--- config.mk ---
export PLATFORM = sky130hd
export DESIGN_NAME = iterative_multiplier
export DESIGN_NICKNAME = d
export VERILOG_FILES = /design/src/rtl/iterative_multiplier.sv
export SDC_FILE = /design/constraint.sdc
export NUM_CORES = 1
export LEC_CHECK = 0
export BUFFER_PORTS_ARGS = -buffer_cell sky130_fd_sc_hd__buf_4
export CORE_MARGIN = 2
export CORE_UTILIZATION = 60
export CTS_CLUSTER_DIAMETER = 60
export CTS_CLUSTER_SIZE = 28
export DETAILED_ROUTE_END_ITERATION = 7
export GPL_TIMING_DRIVEN = 0
export PLACE_DENSITY = 0.8
export SLEW_MARGIN = 10
export SYNTH_ARGS = -nofsm -noshare
export SYNTH_HDL_FRONTEND = slang
export SYNTH_SLANG_ARGS = --single-unit
--- constraint.sdc ---
create_clock -name clk -period 5.6 [get_ports clk]
set_input_delay 1.12 -clock clk [delete_from_list [all_inputs] [get_ports clk]]
set_output_delay 1.12 -clock clk [all_outputs]
set_load 0.02 [all_outputs]
--- src/rtl/iterative_multiplier.sv ---
// Iterative radix-2 shift-add multiplier, signed or unsigned operands, one step per clock.
// Accepts one operand pair at a time via valid/ready and holds the product until taken.
module iterative_multiplier #(
  parameter int WIDTH = 32
) (
  input  logic                 clk,
  input  logic                 rst,
  input  logic                 in_valid,
  output logic                 in_ready,
  input  logic [WIDTH-1:0]     a,
  input  logic [WIDTH-1:0]     b,
  input  logic                 is_signed,
  output logic                 out_valid,
  input  logic                 out_ready,
  output logic [2*WIDTH-1:0]   product,
  output logic                 busy
);

  localparam int CW = $clog2(WIDTH + 1);

  typedef enum logic [1:0] {
    IDLE,
    CALC,
    DONE
  } state_e;

  state_e               state_q, state_d;
  logic [WIDTH-1:0]     mcand_q, mcand_d;
  logic [WIDTH-1:0]     mplier_q, mplier_d;
  logic [2*WIDTH-1:0]   acc_q, acc_d;
  logic [2*WIDTH-1:0]   product_q, product_d;
  logic [CW-1:0]        cnt_q, cnt_d;
  logic                 neg_q, neg_d;

  logic [WIDTH:0]       sum;
  logic [2*WIDTH-1:0]   acc_step;
  logic [WIDTH-1:0]     mplier_step;

  // Negative two's-complement operands become their unsigned magnitude; -2^(W-1) maps to 2^(W-1).
  function automatic logic [WIDTH-1:0] magnitude(input logic [WIDTH-1:0] v, input logic sgn);
    return (sgn && v[WIDTH-1]) ? -v : v;
  endfunction

  // One shift-add step: add into the upper half, then shift {carry, acc, multiplier} right.
  always_comb begin
    sum         = {1'b0, acc_q[2*WIDTH-1:WIDTH]} + (mplier_q[0] ? {1'b0, mcand_q} : '0);
    acc_step    = {sum, acc_q[WIDTH-1:1]};
    mplier_step = {acc_q[0], mplier_q[WIDTH-1:1]};
  end

  always_comb begin
    // NOTE: every combinational output gets a default first so no path leaves it unassigned (no latch).
    state_d   = state_q;
    mcand_d   = mcand_q;
    mplier_d  = mplier_q;
    acc_d     = acc_q;
    product_d = product_q;
    cnt_d     = cnt_q;
    neg_d     = neg_q;

    unique case (state_q)
      IDLE: begin
        if (in_valid) begin
          mcand_d  = magnitude(a, is_signed);
          mplier_d = magnitude(b, is_signed);
          neg_d    = is_signed & (a[WIDTH-1] ^ b[WIDTH-1]);
          cnt_d    = CW'(WIDTH);
          acc_d    = '0;
          state_d  = CALC;
        end
      end
      CALC: begin
        acc_d    = acc_step;
        mplier_d = mplier_step;
        cnt_d    = cnt_q - CW'(1);
        if (cnt_q == CW'(1)) begin
          product_d = neg_q ? -acc_step : acc_step;
          state_d   = DONE;
        end
      end
      DONE: begin
        if (out_ready) state_d = IDLE;
      end
      default: state_d = IDLE;
    endcase
  end

  always_ff @(posedge clk) begin
    // NOTE: sequential state uses non-blocking assignments so all flops update from pre-edge values.
    if (rst) begin
      state_q   <= IDLE;
      mcand_q   <= '0;
      mplier_q  <= '0;
      acc_q     <= '0;
      product_q <= '0;
      cnt_q     <= '0;
      neg_q     <= 1'b0;
    end else begin
      state_q   <= state_d;
      mcand_q   <= mcand_d;
      mplier_q  <= mplier_d;
      acc_q     <= acc_d;
      product_q <= product_d;
      cnt_q     <= cnt_d;
      neg_q     <= neg_d;
    end
  end

  assign in_ready  = (state_q == IDLE);
  assign out_valid = (state_q == DONE);
  assign busy      = (state_q != IDLE);
  assign product   = product_q;

endmodule

==> key figures, run 1 <==
Finish
  – Share of cells above drive strength 1: between 10% and 20%
  – Area added between synthesis and finish: 15.4%
  – Total Nets Final: around 1900
  – Layout fillers: 1804
  – Number of diodes: 0
  – Final Cell Area: 14200 sq um

Clock network
  – Worst skew pair latency: ~510 ps
  – Post-CTS sizing: 0
  – CTS Sinks: about 200
  – Setup Buffers After CTS: 0
  – Hold_buf cts: 0
  – H-tree Lvls: 1
  – Root buf cell: clkbuf_16
  – TritonCTS clock tree: yes
  – Clock buffer depth: 3
  – Cts bufs inserted: 15
  – Worst-path clk slew: approximately 100 ps

Yosys
  – #FFs+latches synth: 201
  – Synthesized area per cell: around 7.7 sq um
  – Largest area contributor in the netlist: dfxtp_1
  – Synth Net Count: between 1500 and 2000
  – Register area share after synthesis: ~33%
  – EDFF count, synth: 0
  – Synthesized area: around 12000 sq um
  – Number of synthesis warnings: 0
  – Synth top area cells: dfxtp_1, a21oi_1, nand2_1, xor2_1, nor2_1
  – Synth unique cells: 77
  – Mapped Cells: 1599
  – Top_reg_cell synth: dfxtp_1
  – Synth top area share: between 30% and 40%
  – FFs w/ async S/R, synth: 0%

GRT
  – Largest net degree at the start of global routing: 26
  – Global-route wire length before repair: 58.1 mm
  – Total Routing Usage GR: approximately 33%
  – Vias in the first global route: between 10000 and 15000
  – Initial antenna violation count: 0
  – GR Overflow Total: 0

Setup path
  – CP Launch Point: mplier_q[0]$_SDFFE_PP0P_
  – Maximum fanout along the worst path: 10
  – Worst setup SP type: flop
  – Crit. End Element: flop
  – CP required: 6030 ps
  – WP data arrival: ~5300 ps
  – WS Path Type: flop to flop
  – Worst r2r src: mplier_q[0]$_SDFFE_PP0P_

Timing
  – Fin. max-slew vios: 0
  – Period utilization: around 87%
  – FMAX: about 210 MHz
  – Unrepaired setup endpoints after global routing: no
  – Worst-Margin Slew: 1100 ps
  – Hold Fails Final Rpt: 0
  – Slew HR: 25.5%
  – TNS Setup: 0 ps
  – Setup violators final: 0
  – Skew final: 36.9 ps
  – Min cycle time layout: ~4800 ps

Detailed routing
  – Via density: around 6.3
  – Antenna viol nets, final: 0
  – Drt first pass iters: 6
  – Iter 0 DRT Violations: 1072
  – DRC viols: 0
  – Wire per inst: 17.9 microns
  – Routed WL: approximately 36 mm
  – Via count: between 10000 and 15000

Placed design
  – HPWL Detailed: roughly 28 mm
  – Placed inst area: between 10000 and 15000 sq um
  – Gpl congestion: a little over 1
  – Port Buf Inserts: roughly 130

Pwr
  – Leakage power: roughly 5.4 nW
  – Clk pwr share: a little under two fifths
  – Combinational Power Share: approximately 17%
  – Sw Share: around 30%
  – Sw power: between 0.9 and 1 mW
  – Peak supply drop: between 0.15 and 0.2 mV
  – Power Density: between 200 and 250 nW/um^2
  – Int Power: between 2 and 2.5 mW
  – Seq pwr share: 46.4%

Worst hold path
  – Hold crit path type: flop to flop
  – Hold Crit Start: product[16]$_SDFFE_PP0P_

Floorplanning
  – Initial Utilization: about three fifths
  – Die height: ~150 microns
  – Total core area: approximately 20000 sq um
  – Rows: 52
  – Die area: about 22000 sq um
  – I/O Pins: between 100 and 150
  – Die W: ~150 microns

Status
  – Status: complete, no violations

Job
  – Max-cap violations: 0
-- cells by family after synthesis --
kind of cell / count (synthesis) / share of synthesized area [%]
compound gates: 481 / 25.7
fa+ha+maj: 38 / 3.94
simple gates: 614 / 24.1
mux: 3 / 0.245
xor+xnor: 125 / 8.92
buf+inv: 137 / 4.32
flops: 201 / 32.8
-- flip-flops by register name (all words and copies together), names as in the netlist --
| signal | cells |
|---|---|
| state_q | 2 |
| neg_q | 1 |
| acc_q | 64 |
| product | 64 |
| cnt_q | 6 |
| mplier_q | 32 |
| mcand_q | 32 |
-- cells in the final DEF, fill, tap and decap left out, drive strengths merged, types with 27 or more instances in the layout --
cell	netlist	layout
nor2	172	172
nand2	178	178
nand3	70	70
a21oi	161	161
a211oi	75	75
a22oi	44	44
buf	26	159
ha	37	37
xor2	75	75
and2	44	44
nor3	27	27
o21ai	69	69
clkbuf	93	108
xnor2	50	50
dfxtp	201	201
-- path summary, 6_finish.rpt --
path / endpoint / slack [ps] / cells after the start
max: product[56]$_SDFFE_PP0P_ / 760 / 14
min reg2reg: product[16]$_SDFFE_PP0P_ / 450 / 2
min: product[16]$_SDFFE_PP0P_ / 450 / 2
max reg2reg: product[56]$_SDFFE_PP0P_ / 760 / 14
-- routing by layer --
layer  track usage, %  vias to the layer above  share of wire, %
li1                 -                     6111                 -
met3             3.39                       74               8.7
met1             45.4                     5883                43
met4             9.47                        0               2.6
met2             53.6                      628                46
met5                0                        -                 0
-- final cells by class --
class	count	area, sq um	share of cell area (%)
clock buffer	15	375	2.65
inverter	18	67.6	0.477
multi-input combinational	1261	7720	54.5
sequential	201	4020	28.4
timing repair buffer	133	998	7.05
buffer	119	463	3.27
tap	270	338	2.38
clock inverter	11	180	1.27
-- through the flow --
step           hold WS [ps]  worst slack (ps)  std cells  power [mW]  utilization [%]
2_1_floorplan           427              1740       1599        1.90                -
3_3_place_gp            436              1030       2002        2.09             67.5
3_5_place_dp            445               985       2002        2.10             67.5
4_1_cts                 457               954       2028        3.29             70.2
5_1_grt                 479               525       2028        3.40             70.2
6_report                452               755       2028        3.29             70.2
-- synth_stat cells, drive strengths merged (6+ instances only) --
library cell,count
o211ai,9
clkbuf,93
a21o,9
o21ai,69
o31ai,22
o41ai,17
inv,18
buf,26
a41oi,6
dfxtp,201
xnor2,50
and3,10
nand4,17
nor4,20
xor2,75
a21oi,161
or2,7
nor2,172
and2,44
or4,19
a22oi,44
a311oi,11
a31oi,13
nand2,178
nand2b,10
or3,21
ha,37
nand3,70
a211oi,75
nor3,27
-- critical path, stage by stage, from the launching register on --
cell and delay, ps:
dfxtp_1 480, clkbuf_1 260, and2_1 290, ha_1 260
fa_1 300, nand3_1 170, a2111oi_2 530, a211oi_4 140
o21ai_0 250, xor2_1 280, a2111oi_0 550, o21ai_1 330
o41ai_1 540, xor2_1 150, a211oi_1 240
-- power groups by stage --
stage	registers, mW	logic [mW]	clock network, mW
final	1.52	0.552	1.21
after floorplan	1.56	0.336	0
after global placement	1.55	0.532	0
after global routing	1.53	0.604	1.27
after detailed placement	1.56	0.541	0
after CTS	1.52	0.544	1.22
Power figures use the tool's default switching activity.
==> inputs of run 2 (changes only) <==
--- a/config.mk
+++ b/config.mk
@@ -12,6 +12,7 @@
 export CTS_CLUSTER_SIZE = 28
 export DETAILED_ROUTE_END_ITERATION = 7
 export GPL_TIMING_DRIVEN = 0
+export MAX_ROUTING_LAYER = met4
 export PLACE_DENSITY = 0.8
 export SLEW_MARGIN = 10
 export SYNTH_ARGS = -nofsm -noshare
==> run 2 against run 1 <==
Critical path depth unchanged. First-iteration DRC count increased by 3.8%. Combinational power about the same. Clock power increased by 11%. Sequential cell count unchanged. Highest routed layer unchanged.
==> key figures, run 2 (same netlist as run 1, synthesis figures left out) <==
Status
  – Status: complete, no violations

Setup path
  – Worst R2R Path Depth: 14 (unchanged)
  – Worst r2r src: mplier_q[0]$_SDFFE_PP0P_
  – Worst setup SP type: flop
  – Critical Path, Cell by Cell: clkbuf_1 -> and2_1 -> ha_1 -> fa_1 -> nand3_1 -> a2111oi_2 -> a211oi_4 -> o21ai_0 -> xor2_1 -> a2111oi_0 -> o21ai_1 -> o41ai_1 -> xor2_1 -> a211oi_1
  – Maximum fanout along the worst path: 10 (unchanged)
  – Slowest stage delay, CP: 600 ps (+50 ps)
  – Critical-path top delay cell: a2111oi_0
  – Worst reg2reg setup slack: 670 ps (-80 ps)
  – WS Path Type: flop to flop
  – Crit. End Element: flop
  – WP data arrival: 5340 ps (+70 ps)
  – RR Endpoint: product[56]$_SDFFE_PP0P_
  – Cell repeated most along the worst path: xor2_1
  – CP required: 6010 ps (-20 ps)

GRT
  – Met1 usage: 46.5% (+1.2 points)
  – Vias in the first global route: 11610 (+1.5%)
  – GRT busiest layer: met2
  – GR Overflow Total: 0 (unchanged)
  – Initial antenna violation count: 0 (unchanged)
  – Met2 Usage GRT: 55.0% (+1.4 points)
  – Global-route wire length before repair: 59.6 mm (+2.7%)
  – Total Routing Usage GR: 34.7% (+2.2 points)
  – GRT met3 Usage: 4.25% (+0.87 points)
  – Largest net degree at the start of global routing: 26 (unchanged)

Detailed routing
  – Routed WL: 37.3 mm (+3.0%)
  – Via density: 6.24 (-0.40%)
  – Wire per inst: 18.4 microns (+2.8%)
  – Drt first pass iters: 6 (unchanged)
  – Iter 0 DRT Violations: 1113 (+3.8%)
  – DRC viols: 0 (unchanged)
  – Via count: 12670 (-0.20%)
  – Antenna viol nets, final: 0 (unchanged)

Clock network
  – H-tree Lvls: 1 (unchanged)
  – Cts bufs inserted: 17 (+2)
  – Clock buffer depth: 3 (unchanged)
  – TritonCTS clock tree: yes
  – Setup Buffers After CTS: 0 (unchanged)
  – Worst-path clk slew: 90 ps (about the same)
  – Post-CTS sizing: 0 (unchanged)
  – Root buf cell: clkbuf_16
  – Worst skew pair latency: 520 ps (about the same)
  – CTS Sinks: 201 (unchanged)
  – Hold_buf cts: 0 (unchanged)

Floorplanning
  – Total core area: 20200 sq um (unchanged)
  – Rows: 52 (unchanged)
  – Die W: 147 microns (unchanged)
  – I/O Pins: 136 (unchanged)
  – Initial Utilization: 60.8% (unchanged)
  – Die height: 147 microns (unchanged)
  – Die area: 21600 sq um (unchanged)

Finish
  – Share of cells above drive strength 1: 11.3% (+0.20 points)
  – Final Cell Area: 14200 sq um (+0.56%)
  – Commonest non-fill, non-tap cell in the layout: dfxtp_1
  – Post-layout util: 70.6% (+0.39 points)
  – Number of diodes: 0 (unchanged)
  – Commonest non-fill, non-tap cells in the layout: dfxtp_1, nand2_1, nor2_1
  – Area added between synthesis and finish: 16.1%
  – Total Nets Final: 1858 (+0.11%)

Pwr
  – Peak supply drop: 0.178 mV (+11%)
  – Leakage power: 5.41 nW (+0.92%)
  – Power Density: 240 nW/um^2 (+3.5%)

Placed design
  – Placed inst area: 13600 sq um (unchanged)
  – HPWL Detailed: 28.9 mm (+3.3%)
  – Pre-CTS setup slack: 919 ps (-66.2 ps)
  – Port Buf Inserts: 133 (unchanged)
  – Gpl congestion: 0.965 (-5.8%)

Timing
  – Period utilization: 88.0% (+1.5 points)
  – FMAX: 203 MHz (-1.7%)
  – Min cycle time layout: 4930 ps (+81.3 ps)
  – Skew final: 32.1 ps (-4.77 ps)
  – Worst Slack Setup Final: 674 ps (-81.3 ps)
  – Worst-Margin Slew: 1160 ps (+53.8 ps)
  – Slew HR: 21.9% (-3.6 points)
  – Unrepaired setup endpoints after global routing: no
  – Setup violators final: 0 (unchanged)
  – WHS: 454 ps (+1.73 ps)
  – TNS Setup: 0 ps (unchanged)
  – Fin. max-slew vios: 0 (unchanged)
  – Hold Fails Final Rpt: 0 (unchanged)

Worst hold path
  – Worst hold path endpoint: mcand_q[21]$_SDFFE_PP0P_
  – Hold path depth: 2 (unchanged)
  – Hold Crit Start: mcand_q[21]$_SDFFE_PP0P_
  – Hold crit path type: flop to flop

Job
  – Max-cap violations: 0 (unchanged)
run 2: changes by cell type in the layout (fill, tap and decap cells not counted), sizes merged:
| cell | before | now |
|---|---|---|
| clkbuf | 108 | 111 |
| clkinv | 2 | 4 |
| clkinvlp | 3 | 1 |
| inv | 22 | 23 |
run 2: how the worst max path moves through the flow:
stage	from	end
detailed placement	mplier_q[0]$_SDFFE_PP0P_	product[56]$_SDFFE_PP0P_
global route	mplier_q[0]$_SDFFE_PP0P_	product[58]$_SDFFE_PP0P_
floorplan	mplier_q[0]$_SDFFE_PP0P_	product[61]$_SDFFE_PP0P_
global placement	mplier_q[0]$_SDFFE_PP0P_	product[57]$_SDFFE_PP0P_
CTS	mplier_q[0]$_SDFFE_PP0P_	product[56]$_SDFFE_PP0P_
finish	mplier_q[0]$_SDFFE_PP0P_	product[56]$_SDFFE_PP0P_
run 2: stage by stage:
step | total power [mW] | std cells
CTS | 3.42 | 2032
detailed placement | 2.10 | 2002
floorplan | 1.90 | 1599
global placement | 2.09 | 2002
finish | 3.42 | 2032
global route | 3.54 | 2032
run 2: cell type report:
| type | instances | area [sq um] |
|---|---|---|
| inverter | 18 | 67.6 |
| buffer | 119 | 463 |
| fill | 1786 | 5930 |
| tap | 270 | 338 |
| clock inverter | 12 | 195 |
| timing repair buffer | 133 | 998 |
| clock buffer | 18 | 439 |
| sequential | 201 | 4020 |
| multi-input combinational | 1261 | 7720 |
run 2: power breakdown:
group / leakage [nW] / total, mW / switching, mW / internal, mW
combinational: 3.47 / 0.553 / 0.358 / 0.195
clock: 0.306 / 1.34 / 0.633 / 0.708
sequential: 1.63 / 1.52 / 0.0360 / 1.49
total: 5.41 / 3.42 / 1.03 / 2.39
run 2: per-layer routing:
layer / share of wire, % / up-vias
li1: - / 6141
met1: 43 / 5921
met2: 45 / 533
met3: 8.6 / 75
met4: 2.8 / 0
met5: 0 / -
run 2: worst max-delay path: cells and delay by family, from the launching register on:
kind,cells,cell delay (ps)
adders and majority gates,2,560
and+or+nand+nor,2,480
AOI/OAI and AO/OA,7,2610
DFF,1,460
buffers and inverters,1,270
xor gates and xnor gates,2,430
==> inputs of run 3 (changes only) <==
--- a/config.mk
+++ b/config.mk
@@ -14,6 +14,7 @@
 export GPL_TIMING_DRIVEN = 0
 export MAX_ROUTING_LAYER = met4
 export PLACE_DENSITY = 0.8
+export REMOVE_ABC_BUFFERS = 1
 export SLEW_MARGIN = 10
 export SYNTH_ARGS = -nofsm -noshare
 export SYNTH_HDL_FRONTEND = slang
==> run 3 against run 2 <==
Worst setup slack gained 20 ps. Non-clock buffer count fell by 107. Worst hold slack got worse by 1.3 ps. Die area unchanged. Total power barely moved. Register-to-register slack improved by 20 ps. Combinational power is 3% lower.
==> key figures, run 3 (same netlist as run 1, synthesis figures left out) <==
Job
  – Max-cap violations: 0 (unchanged)

Pwr
  – Leakage power: 5.34 nW (-1.3%)
  – Int Power: 2.46 mW (+2.9%)
  – Power Density: 243 nW/um^2 (+1.2%)
  – Seq pwr share: 44.8% (+0.2 points)
  – Clk pwr share: 39.6% (+0.4 points)
  – Sw power: 0.954 mW (-7.1%)
  – Pwr Total: 3.42 mW (about the same)
  – Peak supply drop: 0.255 mV (+43%)
  – Sw Share: 27.9% (-2.1 points)
  – Combinational Power Share: 15.6% (-0.6 points)

Setup path
  – Worst setup SP type: flop
  – WS Path Type: flop to flop
  – Crit. End Element: flop
  – Maximum fanout along the worst path: 33 (+23)
  – WP data arrival: 5320 ps (-20 ps)
  – CP required: 6010 ps (about the same)

Placed design
  – Placed cell count: 1895 (-5.3%)
  – Placed inst area: 13400 sq um (-1.4%)
  – Pre-CTS setup slack: 788 ps (-130 ps)
  – Port Buf Inserts: 135 (+1.5%)
  – HPWL Detailed: 23.6 mm (-18%)
  – Gpl congestion: 0.961 (-0.45%)

Timing
  – Worst-Margin Slew: 1210 ps (+51.9 ps)
  – FMAX: 204 MHz (+0.40%)
  – Unrepaired setup endpoints after global routing: no
  – WHS: 453 ps (-1.26 ps)
  – Hold Fails Final Rpt: 0 (unchanged)
  – Slew HR: 19.2% (-2.7 points)
  – Min cycle time layout: 4910 ps (-19.6 ps)
  – TNS Setup: 0 ps (unchanged)
  – Worst Slack Setup Final: 693 ps (+19.6 ps)
  – Period utilization: 87.6% (-0.35 points)
  – Fin. max-slew vios: 0 (unchanged)
  – Skew final: 16.6 ps (-15.5 ps)
  – Setup violators final: 0 (unchanged)

Floorplanning
  – Die area: 21600 sq um (unchanged)
  – Rows: 52 (unchanged)
  – Initial Utilization: 60.8% (unchanged)
  – Total core area: 20200 sq um (unchanged)
  – Die height: 147 microns (unchanged)
  – I/O Pins: 136 (unchanged)
  – Die W: 147 microns (unchanged)

GRT
  – Largest net degree at the start of global routing: 141 (+440%)
  – Total Routing Usage GR: 30.4% (-4.2 points)
  – Global-route wire length before repair: 53.9 mm (-9.6%)
  – Vias in the first global route: 10800 (-7.0%)
  – GR Overflow Total: 0 (unchanged)
  – Initial antenna violation count: 0 (unchanged)

Clock network
  – Clock buffer depth: 3 (unchanged)
  – CTS Sinks: 201 (unchanged)
  – TritonCTS clock tree: yes
  – Post-CTS sizing: 0 (unchanged)
  – Worst-path clk slew: 80 ps (about the same)
  – Root buf cell: clkbuf_16
  – Setup Buffers After CTS: 0 (unchanged)
  – H-tree Lvls: 1 (unchanged)
  – Cts bufs inserted: 18 (+1)
  – Worst skew pair latency: 500 ps (-20 ps)
  – Hold_buf cts: 0 (unchanged)

Detailed routing
  – Via density: 6.21 (-0.35%)
  – Drt first pass iters: 6 (unchanged)
  – Antenna viol nets, final: 0 (unchanged)
  – Routed WL: 32.7 mm (-12%)
  – Via count: 11961 (-5.6%)
  – DRC viols: 0 (unchanged)
  – Wire per inst: 17.0 microns (-7.4%)
  – Iter 0 DRT Violations: 919 (-17%)

Finish
  – Number of diodes: 0 (unchanged)
  – Total Nets Final: 1752 (-5.7%)
  – Post-layout util: 69.7% (-0.87 points)
  – Commonest non-fill, non-tap cells in the layout: dfxtp_1, nand2_1, nor2_1
  – Commonest non-fill, non-tap cell in the layout: dfxtp_1
  – Non-Filler Instances: 1925 (-5.3%)
  – Layout fillers: 1774 (-0.67%)
  – Area added between synthesis and finish: 14.6%
  – Final Cell Area: 14100 sq um (-1.2%)
  – Share of cells above drive strength 1: 12.3% (+1.0 points)

Status
  – Status: complete, no violations

Worst hold path
  – Hold crit path type: flop to flop
run 3: worst max-delay path, stage by stage, from the launching register on:
cell       delay (ps)
dfxtp_1           930
and2_1            280
ha_1              340
a21oi_1           240
o21ai_1           160
a211oi_4          560
o21ai_0           210
xor2_1            270
a2111oi_0         540
o21ai_1           330
o41ai_1           560
xor2_1            140
a211oi_1          240
run 3: power groups by stage:
stage               combinational (mW)  sequential [mW]  clock, mW
detailed placement               0.526             1.56          0
floorplan                        0.296             1.57          0
global route                     0.584             1.54       1.42
CTS                              0.529             1.53       1.37
finish                           0.534             1.53       1.35
global placement                 0.491             1.56          0
run 3: worst paths after layout:
path,startpoint,to,slack [ps],cells after the start
worst max-delay path,mplier_q[0]$_SDFFE_PP0P_,product[56]$_SDFFE_PP0P_,690,12
worst max register to register,mplier_q[0]$_SDFFE_PP0P_,product[56]$_SDFFE_PP0P_,690,12
worst min register to register,mcand_q[21]$_SDFFE_PP0P_,mcand_q[21]$_SDFFE_PP0P_,450,2
worst min-delay path,mcand_q[21]$_SDFFE_PP0P_,mcand_q[21]$_SDFFE_PP0P_,450,2
run 3: area by class of cell:
class | count | area [sq um] | area share (%)
multi-input cells | 1261 | 7750 | 55.1
clock inverters | 7 | 126 | 0.898
well taps | 270 | 338 | 2.40
repair buffers | 145 | 1240 | 8.84
inverters | 18 | 67.6 | 0.480
clock buffers | 23 | 520 | 3.70
flip-flops and latches | 201 | 4030 | 28.6
run 3: layer usage:
metal | global-route usage, % | up-vias | routed length, microns
li1 | - | 5911 | -
met1 | 41.2 | 5625 | 14700
met2 | 49.4 | 377 | 15500
met3 | 2.92 | 48 | 1880
met4 | 7.79 | 0 | 652
met5 | - | - | 0
